<file path="src/rtl/time_ascii_pkg.sv">
`default_nettype none
// ============================================================================
// Module   : time_ascii_pkg
// Purpose  : Shared definitions for the time-to-ASCII frame sender.
//            Holds the sequencer state encoding, the ASCII constants, the
//            frame-length constants and the decimal digit-split helpers.
// Ports    : none (package)
// Revision : 1.0 - initial release
// ============================================================================
package time_ascii_pkg;

  // Sequencer states
  typedef enum logic [1:0] {
    IDLE = 2'd0,
    SEND = 2'd1,
    WAIT = 2'd2,
    DONE = 2'd3
  } state_t;

  // ASCII codes used in the frame
  localparam logic [7:0] ASC_ZERO  = 8'h30;
  localparam logic [7:0] ASC_QMARK = 8'h3F;
  localparam logic [7:0] ASC_CR    = 8'h0D;
  localparam logic [7:0] ASC_LF    = 8'h0A;

  // Frame lengths with and without the CR/LF trailer
  localparam int FRAME_LEN_EOL    = 10;
  localparam int FRAME_LEN_NO_EOL = 8;

  // Largest legal field values
  localparam logic [4:0] HOUR_MAX   = 5'd23;
  localparam logic [5:0] MINSEC_MAX = 6'd59;

  // Any digit above 9 is rendered as '?' by the encoder, so an
  // out-of-range field is flagged by forcing its digits to this value.
  localparam logic [3:0] DIGIT_BAD = 4'hF;

  // Decimal split of a 0..63 value; results fit in 4 bits (max tens = 6).
  function automatic logic [3:0] dec_tens(input logic [5:0] value);
    return 4'(value / 6'd10);
  endfunction

  function automatic logic [3:0] dec_ones(input logic [5:0] value);
    return 4'(value % 6'd10);
  endfunction

endpackage
`default_nettype wire

</file>
<file path="src/rtl/digit_ascii_enc.sv">
`default_nettype none
// ============================================================================
// Module   : digit_ascii_enc
// Purpose  : Combinational encoder from a 4-bit decimal digit to its ASCII
//            character. Digits 0..9 map to '0'..'9'; anything larger maps
//            to '?'.
// Ports    : digit  in  [3:0]  decimal digit
//            ascii  out [7:0]  ASCII character
// Revision : 1.0 - initial release
// ============================================================================
module digit_ascii_enc
  import time_ascii_pkg::*;
(
  input  logic [3:0] digit,
  output logic [7:0] ascii
);

  always_comb begin
    ascii = ASC_QMARK;
    if (digit <= 4'd9) begin
      ascii = ASC_ZERO + {4'h0, digit};
    end
  end

endmodule
`default_nettype wire

</file>
<file path="src/rtl/time_ascii_sender.sv">
`default_nettype none
// ============================================================================
// Module   : time_ascii_sender
// Purpose  : Latches an hh:mm:ss time on request and streams it to a UART
//            transmitter as an ASCII frame ("hh:mm:ss" plus optional CR/LF),
//            one byte per start/done handshake.
// Ports    : clk         in       system clock
//            reset       in       synchronous active-high reset
//            i_send      in       transmit request, honoured only when idle
//            i_hour      in [4:0] hours   (0..23)
//            i_min       in [5:0] minutes (0..59)
//            i_sec       in [5:0] seconds (0..59)
//            i_tx_done   in       uart_tx byte-finished pulse
//            o_tx_start  out      one-cycle byte start pulse
//            o_tx_data   out[7:0] byte being sent, stable until i_tx_done
//            o_busy      out      frame in progress
//            o_done      out      one-cycle frame-complete pulse
// Revision : 1.0 - initial release
// ============================================================================
module time_ascii_sender
  import time_ascii_pkg::*;
#(
  parameter logic [7:0] SEP_CHAR = 8'h3A,
  parameter bit         EOL_EN   = 1'b1
)
(
  input  logic       clk,
  input  logic       reset,
  input  logic       i_send,
  input  logic [4:0] i_hour,
  input  logic [5:0] i_min,
  input  logic [5:0] i_sec,
  input  logic       i_tx_done,
  output logic       o_tx_start,
  output logic [7:0] o_tx_data,
  output logic       o_busy,
  output logic       o_done
);

  localparam logic [3:0] LAST_IDX = EOL_EN ? 4'(FRAME_LEN_EOL - 1)
                                           : 4'(FRAME_LEN_NO_EOL - 1);
  localparam int NUM_DIGITS = 6;

  state_t     r_state;
  state_t     w_next_state;
  logic [3:0] r_idx;
  logic [4:0] r_hour;
  logic [5:0] r_min;
  logic [5:0] r_sec;

  logic       w_accept;
  logic       w_advance;
  logic       w_hour_ok;
  logic       w_min_ok;
  logic       w_sec_ok;
  logic [3:0] w_digit [NUM_DIGITS];
  logic [7:0] w_char  [NUM_DIGITS];
  logic [7:0] w_byte;

  // Request is only honoured in IDLE; everything else ignores it.
  assign w_accept  = (r_state == IDLE) && i_send;
  // A done pulse counts only while waiting, never in the SEND cycle.
  assign w_advance = (r_state == WAIT) && i_tx_done && (r_idx != LAST_IDX);

  // --------------------------------------------------------------------------
  // State register
  // --------------------------------------------------------------------------
  always_ff @(posedge clk) begin
    if (reset) begin
      r_state <= IDLE;
    end else begin
      r_state <= w_next_state;
    end
  end

  // --------------------------------------------------------------------------
  // Next-state and outputs
  // --------------------------------------------------------------------------
  always_comb begin
    w_next_state = r_state;
    o_tx_start   = 1'b0;
    o_busy       = 1'b0;
    o_done       = 1'b0;
    o_tx_data    = 8'h00;
    case (r_state)
      IDLE: begin
        if (i_send) begin
          w_next_state = SEND;
        end
      end
      SEND: begin
        o_tx_start   = 1'b1;
        o_busy       = 1'b1;
        o_tx_data    = w_byte;
        w_next_state = WAIT;
      end
      WAIT: begin
        o_busy    = 1'b1;
        o_tx_data = w_byte;
        if (i_tx_done) begin
          w_next_state = (r_idx == LAST_IDX) ? DONE : SEND;
        end
      end
      DONE: begin
        o_done       = 1'b1;
        w_next_state = IDLE;
      end
      default: begin
        w_next_state = IDLE;
      end
    endcase
  end

  // --------------------------------------------------------------------------
  // Time latch and byte index
  // --------------------------------------------------------------------------
  always_ff @(posedge clk) begin
    if (reset) begin
      r_idx  <= 4'd0;
      r_hour <= 5'd0;
      r_min  <= 6'd0;
      r_sec  <= 6'd0;
    end else begin
      if (w_accept) begin
        r_idx  <= 4'd0;
        r_hour <= i_hour;
        r_min  <= i_min;
        r_sec  <= i_sec;
      end else if (w_advance) begin
        r_idx <= r_idx + 4'd1;
      end
    end
  end

  // --------------------------------------------------------------------------
  // Digit split on the latched time; an illegal field sends "??"
  // --------------------------------------------------------------------------
  assign w_hour_ok = (r_hour <= HOUR_MAX);
  assign w_min_ok  = (r_min  <= MINSEC_MAX);
  assign w_sec_ok  = (r_sec  <= MINSEC_MAX);

  always_comb begin
    w_digit[0] = w_hour_ok ? dec_tens({1'b0, r_hour}) : DIGIT_BAD;
    w_digit[1] = w_hour_ok ? dec_ones({1'b0, r_hour}) : DIGIT_BAD;
    w_digit[2] = w_min_ok  ? dec_tens(r_min)          : DIGIT_BAD;
    w_digit[3] = w_min_ok  ? dec_ones(r_min)          : DIGIT_BAD;
    w_digit[4] = w_sec_ok  ? dec_tens(r_sec)          : DIGIT_BAD;
    w_digit[5] = w_sec_ok  ? dec_ones(r_sec)          : DIGIT_BAD;
  end

  generate
    for (genvar g = 0; g < NUM_DIGITS; g++) begin : g_enc
      digit_ascii_enc u_enc (
        .digit (w_digit[g]),
        .ascii (w_char[g])
      );
    end
  endgenerate

  // --------------------------------------------------------------------------
  // Frame byte mux: HH SEP MM SEP SS [CR LF]
  // --------------------------------------------------------------------------
  always_comb begin
    w_byte = 8'h00;
    case (r_idx)
      4'd0:    w_byte = w_char[0];
      4'd1:    w_byte = w_char[1];
      4'd2:    w_byte = SEP_CHAR;
      4'd3:    w_byte = w_char[2];
      4'd4:    w_byte = w_char[3];
      4'd5:    w_byte = SEP_CHAR;
      4'd6:    w_byte = w_char[4];
      4'd7:    w_byte = w_char[5];
      4'd8:    w_byte = EOL_EN ? ASC_CR : 8'h00;
      4'd9:    w_byte = EOL_EN ? ASC_LF : 8'h00;
      default: w_byte = 8'h00;
    endcase
  end

endmodule
`default_nettype wire

</file>
<file path="config.mk">
export PLATFORM = sky130hd
export DESIGN_NAME = time_ascii_sender
export DESIGN_NICKNAME = d
export VERILOG_FILES = /design/src/rtl/time_ascii_pkg.sv /design/src/rtl/digit_ascii_enc.sv /design/src/rtl/time_ascii_sender.sv
export SDC_FILE = /design/constraint.sdc
export NUM_CORES = 1
export LEC_CHECK = 0
export ABC_AREA = 1
export BUFFER_PORTS_ARGS = -buffer_cell sky130_fd_sc_hd__clkbuf_2
export CORE_ASPECT_RATIO = 1.1
export CORE_MARGIN = 5
export CORE_UTILIZATION = 63
export DETAILED_ROUTE_END_ITERATION = 10
export PLACE_DENSITY = 0.86
export SLEW_MARGIN = 20
export SYNTH_ARGS = -nofsm -noshare
export SYNTH_HDL_FRONTEND = slang
export SYNTH_HIERARCHICAL = 1
export SYNTH_SLANG_ARGS = --single-unit
</file>
<file path="constraint.sdc">
create_clock -name clk -period 6.23 [get_ports clk]
set_clock_uncertainty 0.1 [all_clocks]
set_input_delay 1.246 -clock clk [delete_from_list [all_inputs] [get_ports clk]]
set_output_delay 1.246 -clock clk [all_outputs]
set_load 0.03 [all_outputs]
</file>
==> results of run 1 <==
==> sequential cells by signal (all words and copies together), names as in the netlist <==
signal   count
r_hour       5
r_idx        4
r_min        6
r_sec        6
r_state      2
==> power breakdown <==
part	switching (µW)	total (µW)	internal, µW	leakage [µW]
logic	359	538	179	0.00122
clock network	50.1	95.3	45.2	0.0000217
registers	24.3	202	178	0.000190
total	434	835	402	0.00143
==> worst min path at each step <==
stage              start  cells past startpoint  slack [ps]   endpoint
4_1_cts        r_hour[0]                      2         390  r_hour[0]
2_1_floorplan  r_hour[0]                      2         350  r_hour[0]
3_5_place_dp   r_hour[0]                      2         360  r_hour[0]
5_1_grt         r_min[0]                      2         420   r_min[0]
3_3_place_gp   r_hour[0]                      2         360  r_hour[0]
6_report       r_hour[0]                      2         380  r_hour[0]
==> metrics by stage <==
step / power, µW / hold slack (ps)
3_3_place_gp: 726 / 355
6_report: 835 / 381
2_1_floorplan: 667 / 347
3_5_place_dp: 742 / 365
4_1_cts: 840 / 386
5_1_grt: 934 / 421
==> cell type report <==
| cell class | instances | area share [%] |
|---|---|---|
| flip-flops and latches | 23 | 17.9 |
| repair buffers | 29 | 5.64 |
| multi-input cells | 291 | 60.1 |
| clock inverters | 1 | 0.292 |
| well taps | 52 | 2.53 |
| clock buffers | 3 | 1.61 |
| inverters | 81 | 11.9 |
==> worst reg2reg max path, delay by kind of cell (launching register included) <==
kind / cells / cell delay [ps]
buffers and inverters: 2 / 360
AO/OA/AOI/OAI: 2 / 240
flip-flops: 1 / 370
adder cells (fa/ha/maj): 1 / 230
AND/OR/NAND/NOR: 2 / 880
==> cell usage in the layout (no fill, tap or decap), types with 3 or more instances in the layout <==
cell type and n:
clkbuf_2 29, o21ai_1 5, conb_1 24, or2_2 3
inv_2 7, clkbuf_8 3, nand3_1 38, ha_1 13
a211oi_1 3, o21ai_0 27, a31oi_1 4, inv_1 73
nand2_1 82, nor3_1 5, nor2_1 20, nand2_2 8
dfxtp_1 23, o21ai_2 8, o22ai_1 7, a21oi_1 25
==> kinds of logic (layout without fill, tap and decap cells) <==
family                     after synthesis  in the layout
DFF                                     23             23
and+or+nand+nor                        167            167
other                                   12             24
adders and majority gates               13             13
AOI/OAI and AO/OA                       87             87
buffers and inverters                  117            114
==> metal layers <==
metal,share of wire (%),vias up
li1,-,1302
met2,50,46
met4,0.87,0
met1,45,1076
met5,0,-
met3,3.5,4
==> PnR_summary.wiki, run 1 <==
{| class="wikitable"
! Metric !! Value
|-
| Number of routed nets with antenna violations || 0
|-
| Top cells by area in the synthesized netlist || dfxtp_1, nand2_1, inv_1
|-
| Critical Path Slowest Stage Cell || dfxtp_1
|-
| Global-route wire length before repair || 8.72 mm
|-
| Number of hold buffers added after cts || 0
|-
| Count of mapped cells out of synthesis || 419
|-
| Die height || 76.0 µm
|-
| Post-route setup slack || 1970 ps
|-
| Worst setup slack before clock tree synthesis || 2290 ps
|-
| Placed cells || 476
|-
| Clock sink count || 23
|-
| Post-synthesis simple-gate area fraction || 30.8%
|-
| Outcome || completed
|-
| Met2 track utilization from global routing || 34.1%
|-
| Synth Cell Area || 2500 µm²
|-
| CP delay by family, top || simple AND/OR/NAND/NOR gates
|-
| Main combinational cell family by area after synthesis || simple AND/OR/NAND/NOR gates
|-
| Reg-to-reg critical path startpoint || r_state[0]
|-
| Average vias per placed instance || 5.06
|-
| Post-CTS Setup Inserts || 0
|-
| Maximum number of pins on one net before global-route repair || 33
|-
| Final count of negative-setup-slack endpoints || 0
|-
| Routed via count || 2,428
|-
| CP arrival || 2910 ps
|-
| Area of the placeable core || 3900 µm²
|-
| FF-to-FF End || r_idx[3]
|-
| Dominant cell type by area after synthesis || dfxtp_1
|-
| Category of the worst setup path capture point || primary output
|-
| Maximum ir drop on the vdd rail || 0.197 mV
|-
| Clock tree from TritonCTS || done
|-
| Global routing usage on met3 || 2.37%
|-
| Clock-pin slew on the worst setup and hold paths || 90 ps
|-
| Power density cells || 325 nW/µm²
|-
| Post-Syn Area per Cell || 5.96 µm²
|-
| Portion of the clock cycle consumed by the worst path in the final layout || 68.3%
|-
| Xor-xnor portion of the synthesized cell area || 0%
|-
| Stage delay of the slowest cell on the critical path || 370 ps
|-
| Chip Width || 70.0 µm
|-
| Multiplexer share of the synthesized area || 0%
|-
| All-layer global routing usage || 18.8%
|-
| Slew Limit Fails || 0
|-
| Minimum period implied by the final worst setup slack || 4260 ps
|-
| Share of synthesized cell area in full adder, half adder and majority cells || 6.52%
|-
| Fillers || 388
|-
| Via count of the first global-routing pass || 2,185
|-
| Total length of routed wires || 4.93 mm
|-
| Most congested layer reported by global routing || met2
|-
| Effective utilization at floorplan || 63.9%
|-
| Number of synthesized flops with an enable pin || 0
|-
| Cell area after placement || 2520 µm²
|-
| Worst path depth || 19
|-
| Maximum fanout count along the critical path || 6
|-
| Residual DRC || 0
|-
| Final global-route overflow total || 0
|-
| Highest clock rate || 235 MHz
|-
| Leading register cell type out of synthesis || dfxtp_1
|-
| Start-to-end type of the worst setup path || reg2out
|-
| Area delta synth->final || 3.01%
|-
| CP Cell Sequence || inv_2 > ha_1 > inv_1 > nand2_1 > nand2_1 > clkinv_2 > o21ai_1 > nand2_2 > ha_1 > inv_1 > nand2_1 > nand3_1 > o21ai_2 > nand2_1 > inv_1 > o22ai_1 > nor4_1 > nor2_1 > clkbuf_2
|-
| Endpoint of the most critical setup path || o_tx_data[1]
|-
| Die area || 5320 µm²
|-
| Clk Tree Root Cell || clkbuf_8
|-
| Weighted congestion at the end of routability-driven global placement || 0.873
|-
| Core occupancy in the finished layout || 65.9%
|-
| TritonCTS buffer count || 3
|-
| Worst path required time || 4880 ps
|-
| Reg2Reg Setup Slack || 3990 ps
|-
| Commonest cells in the netlist || nand2_1, inv_1, nand3_1, o21ai_0
|-
| Number of distinct library cell variants in the gate-level netlist after synthesis || 39
|-
| Count of pins on the block boundary || 32
|-
| Kind of launch point of the worst setup path || register
|-
| Non-Filler Cell Area, Final || 2570 µm²
|-
| Average routed wire per standard cell || 10.3 µm
|-
| Crit path top cell by count || nand2_1
|-
| Yosys warning count || 6
|-
| Post-Route Setup TNS || 0 ps
|-
| First-iteration detailed-routing DRC count || 135
|-
| Final antenna diode count || 0
|-
| Seq cells post-synth || 23
|-
| Worst-Skew Late Latency || 260 ps
|-
| Transition time at the pin with the least slew margin || 842 ps
|-
| Worst Hold Class || reg2reg
|-
| Leakage power total || 0.00143 µW
|-
| Fraction of met1 tracks used by global routing || 22.8%
|-
| Share of synthesized flip-flops with an asynchronous set or reset || 0%
|-
| Slew headroom || 43.7%
|-
| H-tree Lvls || 1
|-
| Post-synthesis compound-gate area fraction || 21.0%
|-
| Non-filler instance count after layout || 480
|-
| CTS Buffer Depth || 2
|-
| Buffers on Ports || 29
|-
| Number of cell rows || 24
|-
| Number of cell instances on the worst register-to-register path || 7
|-
| Most repeated cell in the gate-level netlist after synthesis || nand2_1
|-
| Storage cell area || 460 µm²
|-
| Antenna violations before repair || 0
|-
| Setup repair after global routing missed its margin || no
|-
| Number of optimization iterations in the first detailed-route pass || 4
|-
| Sequential share of the synthesized area || 18.4%
|-
| Post-DP HPWL || 3.96 mm
|-
| Top-area cell type share of the netlist area || 18.4%
|-
| Crit path launch || r_sec[4]
|-
| Fraction of layout cells with a size suffix above 1 || 15.7%
|-
| Number of buffer and inverter instances along the worst setup path || 6
|-
| Final Hold Violating Endpoints || 0
|-
| Area used by multi-input combinational logic || 1550 µm²
|-
| Final net count || 463
|-
| Count of maximum capacitance violations || 0
|-
| Resize count post-CTS || 0
|}
Power figures use the tool's default switching activity.
==> run 2: changes to the inputs <==
Settings changed: CORE_UTILIZATION 63 to 59, PLACE_DENSITY 0.86 to 0.81.
Clock period 6.23 ns to 4.4 ns, I/O delays scaled along.
==> run 2 against run 1 <==
Against the previous run:
- die area rose by 5.8%
- worst setup slack worse by 1400 ps
- core utilization down 2.0 points
- power increased by 42%
- via count shrank 1.7%
- clock power up 39%
- sequential share of layout area hardly changed
- hold slack better by 29 ps
- register-to-register slack got worse by 1800 ps
- critical path type unchanged
==> PnR_summary.wiki, run 2 (synthesized netlist as in run 1, its figures left out) <==
{| class="wikitable"
! Metric !! Value
|-
| Leakage power total || 0.00143 µW (about the same)
|-
| Slew Limit Fails || 0 (unchanged)
|-
| Setup repair after global routing missed its margin || no (unchanged)
|-
| Post-Route Setup TNS || 0 ps (unchanged)
|-
| Final net count || 463 (unchanged)
|-
| Number of optimization iterations in the first detailed-route pass || 4 (unchanged)
|-
| Clk Tree Root Cell || clkbuf_8 (unchanged)
|-
| Area of the placeable core || 4020 µm² (was 3900 µm²)
|-
| Worst Hold Class || reg2reg (unchanged)
|-
| Minimum period implied by the final worst setup slack || 3850 ps
|-
| Die height || 78.2 µm (was 76.0 µm)
|-
| Total chip power || 1180 µW (was 835 µW)
|-
| Number of cell rows || 24 (unchanged)
|-
| Detailed route wirelength on metal2 || 2.40 mm (was 2.49 mm)
|-
| Stage delay of the slowest cell on the critical path || 360 ps (was 370 ps)
|-
| Most common cell after layout, fill and taps aside || nand2_1 (unchanged)
|-
| Number of cell instances on the worst register-to-register path || 7 (unchanged)
|-
| Number of hold buffers added after cts || 0 (unchanged)
|-
| Reg-to-reg critical path startpoint || r_state[0] (unchanged)
|-
| Maximum ir drop on the vdd rail || 0.406 mV (was 0.197 mV)
|-
| Clock sink count || 23 (unchanged)
|-
| Final count of negative-setup-slack endpoints || 0 (unchanged)
|-
| Worst path required time || 3420 ps (was 4880 ps)
|-
| Count of pins on the block boundary || 32 (unchanged)
|-
| Hold path startpoint || r_hour[0] (unchanged)
|-
| Power density cells || 461 nW/µm² (was 325 nW/µm²)
|-
| Smallest hold slack || 410 ps (was 381 ps)
|-
| CP Cell Sequence || inv_2 > ha_1 > inv_1 > nand2_1 > nand2_1 > clkinv_2 > o21ai_1 > nand2_2 > ha_1 > inv_1 > nand2_1 > nand3_1 > o21ai_2 > nand2_1 > inv_1 > o22ai_1 > nor4_1 > nor2_1 > clkbuf_2 (unchanged)
|-
| CP arrival || 2870 ps (was 2910 ps)
|-
| Maximum number of pins on one net before global-route repair || 33 (unchanged)
|-
| FF-to-FF End || r_idx[3] (unchanged)
|-
| Outcome || completed (unchanged)
|-
| CTS Buffer Depth || 2 (unchanged)
|-
| Weighted congestion at the end of routability-driven global placement || 0.909 (was 0.873)
|-
| H-tree Lvls || 1 (unchanged)
|-
| Post-CTS Setup Inserts || 0 (unchanged)
|-
| Most frequent cells in the layout || nand2_1, inv_1, nand3_1 (unchanged)
|-
| Final Hold Violating Endpoints || 0 (unchanged)
|-
| Area delta synth->final || 2.91% (was 3.01%)
|-
| Highest signal layer in the routed design || met4 (unchanged)
|-
| Portion of the clock cycle consumed by the worst path in the final layout || 87.4%
|-
| Clock-pin slew on the worst setup and hold paths || 80 ps (was 90 ps)
|-
| First-iteration detailed-routing DRC count || 106 (was 135)
|-
| Final antenna diode count || 0 (unchanged)
|-
| Die area || 5630 µm² (was 5320 µm²)
|-
| Count of maximum capacitance violations || 0 (unchanged)
|-
| Maximum fanout count along the critical path || 6 (unchanged)
|-
| Fraction of layout cells with a size suffix above 1 || 15.7% (unchanged)
|-
| Highest clock rate || 260 MHz
|-
| Average routed wire per standard cell || 10.2 µm (was 10.3 µm)
|-
| Resize count post-CTS || 0 (unchanged)
|-
| Routed length on met1 || 2.27 mm (was 2.22 mm)
|-
| Clock tree from TritonCTS || done (unchanged)
|-
| Number of routed nets with antenna violations || 0 (unchanged)
|-
| Crit path top cell by count || nand2_1 (unchanged)
|-
| Worst-Skew Late Latency || 260 ps (about the same)
|-
| Average vias per placed instance || 4.97 (was 5.06)
|-
| Residual DRC || 0 (unchanged)
|-
| Transition time at the pin with the least slew margin || 808 ps (was 842 ps)
|-
| Critical Path Slowest Stage Cell || dfxtp_1 (unchanged)
|-
| All-layer global routing usage || 18.5% (was 18.8%)
|-
| Effective utilization at floorplan || 62.0% (was 63.9%)
|-
| Hold-critical path endpoint || r_hour[0] (unchanged)
|-
| Slew headroom || 46.0% (was 43.7%)
|-
| Wire length on met3 || 190 µm (was 172 µm)
|-
| Number of cells traversed by the worst hold path || 2 (unchanged)
|-
| Via count of the first global-routing pass || 2,222 (was 2,185)
|-
| Reg2Reg Setup Slack || 2220 ps (was 3990 ps)
|-
| Routed via count || 2,386 (was 2,428)
|-
| Final global-route overflow total || 0 (unchanged)
|-
| Global-route wire length before repair || 8.85 mm (was 8.72 mm)
|-
| Start-to-end type of the worst setup path || reg2out (unchanged)
|-
| Antenna violations before repair || 0 (unchanged)
|-
| Chip Width || 72.0 µm (was 70.0 µm)
|-
| Kind of launch point of the worst setup path || register (unchanged)
|-
| TritonCTS buffer count || 3 (unchanged)
|-
| Category of the worst setup path capture point || primary output (unchanged)
|-
| Post-DP HPWL || 3.98 mm (was 3.96 mm)
|-
| Total length of routed wires || 4.91 mm (was 4.93 mm)
|-
| Regs by FF count || r_min x6, r_sec x6, r_hour x5 (unchanged)
|-
| Buffers on Ports || 29 (unchanged)
|}
[run 2: changes by cell type in the layout (fill, tap and decap cells not counted)]
cell,before,now
clkinv_2,1,2
clkinvlp_4,1,0
[run 2: critical path, delay by kind of cell, from the launching register on]
kind,cells,cell delay (ps)
DFF,1,360
AOI/OAI and AO/OA,3,400
and+or+nand+nor,8,780
buffers and inverters,6,490
adders and majority gates,2,550
[run 2: power by group]
group	switching, µW	internal, µW	total, µW	leakage [µW]
Clock	68.6	63.2	132	0.0000255
Sequential	34.1	252	286	0.000190
Combinational	512	254	766	0.00122
[run 2: area by class of cell]
class | count | area [µm²]
clock buffers | 3 | 41.3
clock inverters | 1 | 5.00
fillers | 392 | 1460
inverters | 81 | 305
multi-input cells | 291 | 1550
flip-flops and latches | 23 | 460
well taps | 52 | 65.1
repair buffers | 29 | 145
[run 2: metal layers]
metal,vias to the layer above,track usage [%]
met5,-,0
met4,0,5.64
met3,7,2.43
met2,42,33.4
met1,1040,22.6
li1,1297,-
[run 2: how the worst max path moves through the flow]
| stage | startpoint | endpoint | depth (start not counted) |
|---|---|---|---|
| 2_1_floorplan | r_sec[4] | o_tx_data[2] | 20 |
| 6_report | r_sec[4] | o_tx_data[1] | 19 |
| 3_5_place_dp | r_sec[4] | o_tx_data[1] | 19 |
| 5_1_grt | r_sec[4] | o_tx_data[2] | 19 |
| 4_1_cts | r_sec[4] | o_tx_data[1] | 19 |
| 3_3_place_gp | r_sec[4] | o_tx_data[1] | 19 |
[run 2: per-stage QoR]
stage / cell area [µm²] / util [%] / worst slack (ps) / std cells
after floorplan: 2540 / - / 982 / 431
after global placement: 2520 / 62.7 / 941 / 476
after detailed placement: 2520 / 62.7 / 848 / 476
after CTS: 2570 / 63.8 / 543 / 480
after global routing: 2570 / 63.8 / 271 / 480
final: 2570 / 63.8 / 553 / 480
==> run 3: changes to the inputs <==
Settings changed: CORE_UTILIZATION 59 to 57, PLACE_DENSITY 0.81 to 0.8, SYNTH_HIERARCHICAL 1 to unset.
==> run 3 against run 2 <==
Against the previous run:
- critical path depth decreased by 1
- sequential cell count unchanged
- hold slack worse by 8.0 ps
- fmax up 12%
- non-clock buffer count stayed put
- cell count is 19% lower
- synthesized cell count shrank 25%
- power is 9.9% lower
- design area fell by 14%
- synthesized area is 20% lower
- via count fell by 16%
- critical path type unchanged
==> PnR_summary.wiki, run 3 <==
{| class="wikitable"
! Metric !! Value
|-
| Maximum fanout count along the critical path || 4 (was 6)
|-
| Smallest hold slack || 402 ps (was 410 ps)
|-
| Effective utilization at floorplan || 59.6% (was 62.0%)
|-
| Post-Route Setup TNS || 0 ps (unchanged)
|-
| Leading register cell type out of synthesis || dfxtp_1 (unchanged)
|-
| Sequential share of the synthesized area || 23.0% (was 18.4%)
|-
| Global-route wire length before repair || 7.09 mm (was 8.85 mm)
|-
| Clock tree from TritonCTS || done (unchanged)
|-
| Number of distinct library cell variants in the gate-level netlist after synthesis || 42 (was 39)
|-
| Total chip power || 1070 µW (was 1180 µW)
|-
| Routed via count || 2,001 (was 2,386)
|-
| Number of buffer and inverter instances along the worst setup path || 5 (was 6)
|-
| Final Hold Violating Endpoints || 0 (unchanged)
|-
| H-tree Lvls || 1 (unchanged)
|-
| Category of the worst setup path capture point || primary output (unchanged)
|-
| Minimum period implied by the final worst setup slack || 3440 ps (was 3850 ps)
|-
| Residual DRC || 0 (unchanged)
|-
| Number of cell rows || 22 (was 24)
|-
| Non-Filler Cell Area, Final || 2200 µm² (was 2570 µm²)
|-
| Count of pins on the block boundary || 32 (unchanged)
|-
| Average routed wire per standard cell || 11.1 µm (was 10.2 µm)
|-
| Fillers || 348 (was 392)
|-
| Seq cells post-synth || 23 (unchanged)
|-
| Power density cells || 485 nW/µm² (was 461 nW/µm²)
|-
| Transition time at the pin with the least slew margin || 902 ps (was 808 ps)
|-
| Antenna violations before repair || 0 (unchanged)
|-
| Die height || 72.1 µm (was 78.2 µm)
|-
| Final net count || 374 (was 463)
|-
| Clock sink count || 23 (unchanged)
|-
| Number of optimization iterations in the first detailed-route pass || 4 (unchanged)
|-
| Count of maximum capacitance violations || 0 (unchanged)
|-
| Crit path top cell by count || nand2_1 (unchanged)
|-
| Die area || 4800 µm² (was 5630 µm²)
|-
| Yosys warning count || 0 (was 6)
|-
| Top-area cell type share of the netlist area || 23.0% (was 18.4%)
|-
| Slew headroom || 39.7% (was 46.0%)
|-
| CP arrival || 2460 ps (was 2870 ps)
|-
| Non-filler instance count after layout || 388 (was 480)
|-
| Chip Width || 66.5 µm (was 72.0 µm)
|-
| Worst path depth || 18 (was 19)
|-
| CTS Buffer Depth || 2 (unchanged)
|-
| Worst path required time || 3420 ps (about the same)
|-
| Number of synthesized flops with an enable pin || 0 (unchanged)
|-
| Number of cells traversed by the worst hold path || 2 (unchanged)
|-
| Commonest cells in the netlist || nand2_1, inv_1, nor2_1, dfxtp_1 (was nand2_1, inv_1, nand3_1, o21ai_0)
|-
| Critical Path Slowest Stage Cell || dfxtp_1 (unchanged)
|-
| Post-Syn Area per Cell || 6.39 µm² (was 5.96 µm²)
|-
| Highest clock rate || 290 MHz (was 260 MHz)
|-
| Buffers on Ports || 29 (unchanged)
|-
| Maximum number of pins on one net before global-route repair || 33 (unchanged)
|-
| All-layer global routing usage || 18.3% (was 18.5%)
|-
| Maximum ir drop on the vdd rail || 0.225 mV (was 0.406 mV)
|-
| Worst Hold Class || reg2reg (unchanged)
|-
| Clock-pin slew on the worst setup and hold paths || 120 ps (was 80 ps)
|-
| Via count of the first global-routing pass || 1,748 (was 2,222)
|-
| Area of the placeable core || 3360 µm² (was 4020 µm²)
|-
| Post-DP HPWL || 3.39 mm (was 3.98 mm)
|-
| Final global-route overflow total || 0 (unchanged)
|-
| Most repeated cell in the gate-level netlist after synthesis || nand2_1 (unchanged)
|-
| Final antenna diode count || 0 (unchanged)
|-
| Most common cell after layout, fill and taps aside || nand2_1 (unchanged)
|-
| Count of mapped cells out of synthesis || 313 (was 419)
|-
| Number of cell instances on the worst register-to-register path || 5 (was 7)
|-
| Area delta synth->final || 9.88% (was 2.91%)
|-
| Synth Cell Area || 2000 µm² (was 2500 µm²)
|-
| CP Cell Sequence || inv_1 > o21ai_2 > nand3_1 > nand2_1 > inv_1 > ha_1 > inv_1 > nand3_1 > nand2_1 > nand2_2 > nand2_1 > nor2_1 > o21bai_1 > nand2_1 > nand3_1 > nand2_1 > inv_1 > clkbuf_2 (was inv_2 > ha_1 > inv_1 > nand2_1 > nand2_1 > clkinv_2 > o21ai_1 > nand2_2 > ha_1 > inv_1 > nand2_1 > nand3_1 > o21ai_2 > nand2_1 > inv_1 > o22ai_1 > nor4_1 > nor2_1 > clkbuf_2)
|-
| TritonCTS buffer count || 3 (unchanged)
|-
| Worst-Skew Late Latency || 320 ps (was 260 ps)
|-
| Stage delay of the slowest cell on the critical path || 410 ps (was 360 ps)
|-
| Most frequent cells in the layout || nand2_1, inv_1, nor2_1 (was nand2_1, inv_1, nand3_1)
|-
| CP delay by family, top || simple AND/OR/NAND/NOR gates (unchanged)
|-
| Kind of launch point of the worst setup path || register (unchanged)
|-
| Number of hold buffers added after cts || 0 (unchanged)
|-
| Resize count post-CTS || 0 (unchanged)
|-
| Cell area after placement || 2170 µm² (was 2520 µm²)
|-
| Start-to-end type of the worst setup path || reg2out (unchanged)
|-
| Clk Tree Root Cell || clkbuf_4 (was clkbuf_8)
|-
| Weighted congestion at the end of routability-driven global placement || 0.975 (was 0.909)
|-
| Placed cells || 384 (was 476)
|-
| Setup repair after global routing missed its margin || no (unchanged)
|-
| Slew Limit Fails || 0 (unchanged)
|-
| Final count of negative-setup-slack endpoints || 0 (unchanged)
|-
| Total length of routed wires || 4.29 mm (was 4.91 mm)
|-
| Number of routed nets with antenna violations || 0 (unchanged)
|-
| Top cells by area in the synthesized netlist || dfxtp_1, nand2_1, inv_1 (unchanged)
|-
| Outcome || completed (unchanged)
|-
| Share of synthesized flip-flops with an asynchronous set or reset || 0% (unchanged)
|-
| First-iteration detailed-routing DRC count || 139 (was 106)
|-
| Leakage power total || 0.00111 µW (was 0.00143 µW)
|-
| Area used by multi-input combinational logic || 1300 µm² (was 1550 µm²)
|-
| Post-CTS Setup Inserts || 0 (unchanged)
|-
| Fraction of layout cells with a size suffix above 1 || 20.6% (was 15.7%)
|-
| Average vias per placed instance || 5.16 (was 4.97)
|-
| Storage cell area || 460 µm² (unchanged)
|-
| Dominant cell type by area after synthesis || dfxtp_1 (unchanged)
|-
| Portion of the clock cycle consumed by the worst path in the final layout || 78.3% (was 87.4%)
|-
| Regs by FF count || r_min x6, r_sec x6, r_hour x5 (unchanged)
|}
==> run 3: worst paths after layout <==
| kind | startpoint | slack (ps) | to |
|---|---|---|---|
| min | r_sec[0] | 400 | r_sec[0] |
| min reg2reg | r_sec[0] | 400 | r_sec[0] |
| max | r_min[5] | 960 | o_tx_data[2] |
| max reg2reg | r_state[0] | 2320 | r_idx[1] |
==> run 3: metal layers <==
metal / track usage [%] / part of all wire, %
met2: 31.2 / 45
met3: 2.32 / 3.6
met5: 0 / 0
met4: 5.42 / 1.2
met1: 23.9 / 50
==> run 3: final cells by class <==
type	instances	share of cell area [%]
Clock buffer	4	1.20
Inverter	54	9.22
Sequential cell	23	20.9
Multi-Input combinational cell	230	59.3
Tap cell	48	2.73
Timing Repair Buffer	29	6.60
==> run 3: tightest hold or removal path, cell delays in order, from the launching register on <==
cell and delay (ps):
dfxtp_1 330, nor2_1 90, nor2_1 50
==> run 3: cells by family after synthesis <==
kind of cell	Yosys count	synth area share (%)
simple gates	151	36.1
compound gates	64	20.7
buf+inv	61	12.0
fa+ha+maj	12	7.50
other cells	1	0.187
xor+xnor	1	0.438
flops	23	23.0
==> run 3: report_power, final <==
group	switching (µW)	internal, µW	total [µW]
clock	66.2	35.5	102
sequential	40.3	252	292
combinational	441	231	673
==> run 3: through the flow <==
step           utilization, %  setup slack (ps)
4_1_cts                  65.5               948
6_report                 65.5               956
3_3_place_gp             64.7              1390
5_1_grt                  65.5               649
2_1_floorplan               -              1420
3_5_place_dp             64.7              1330
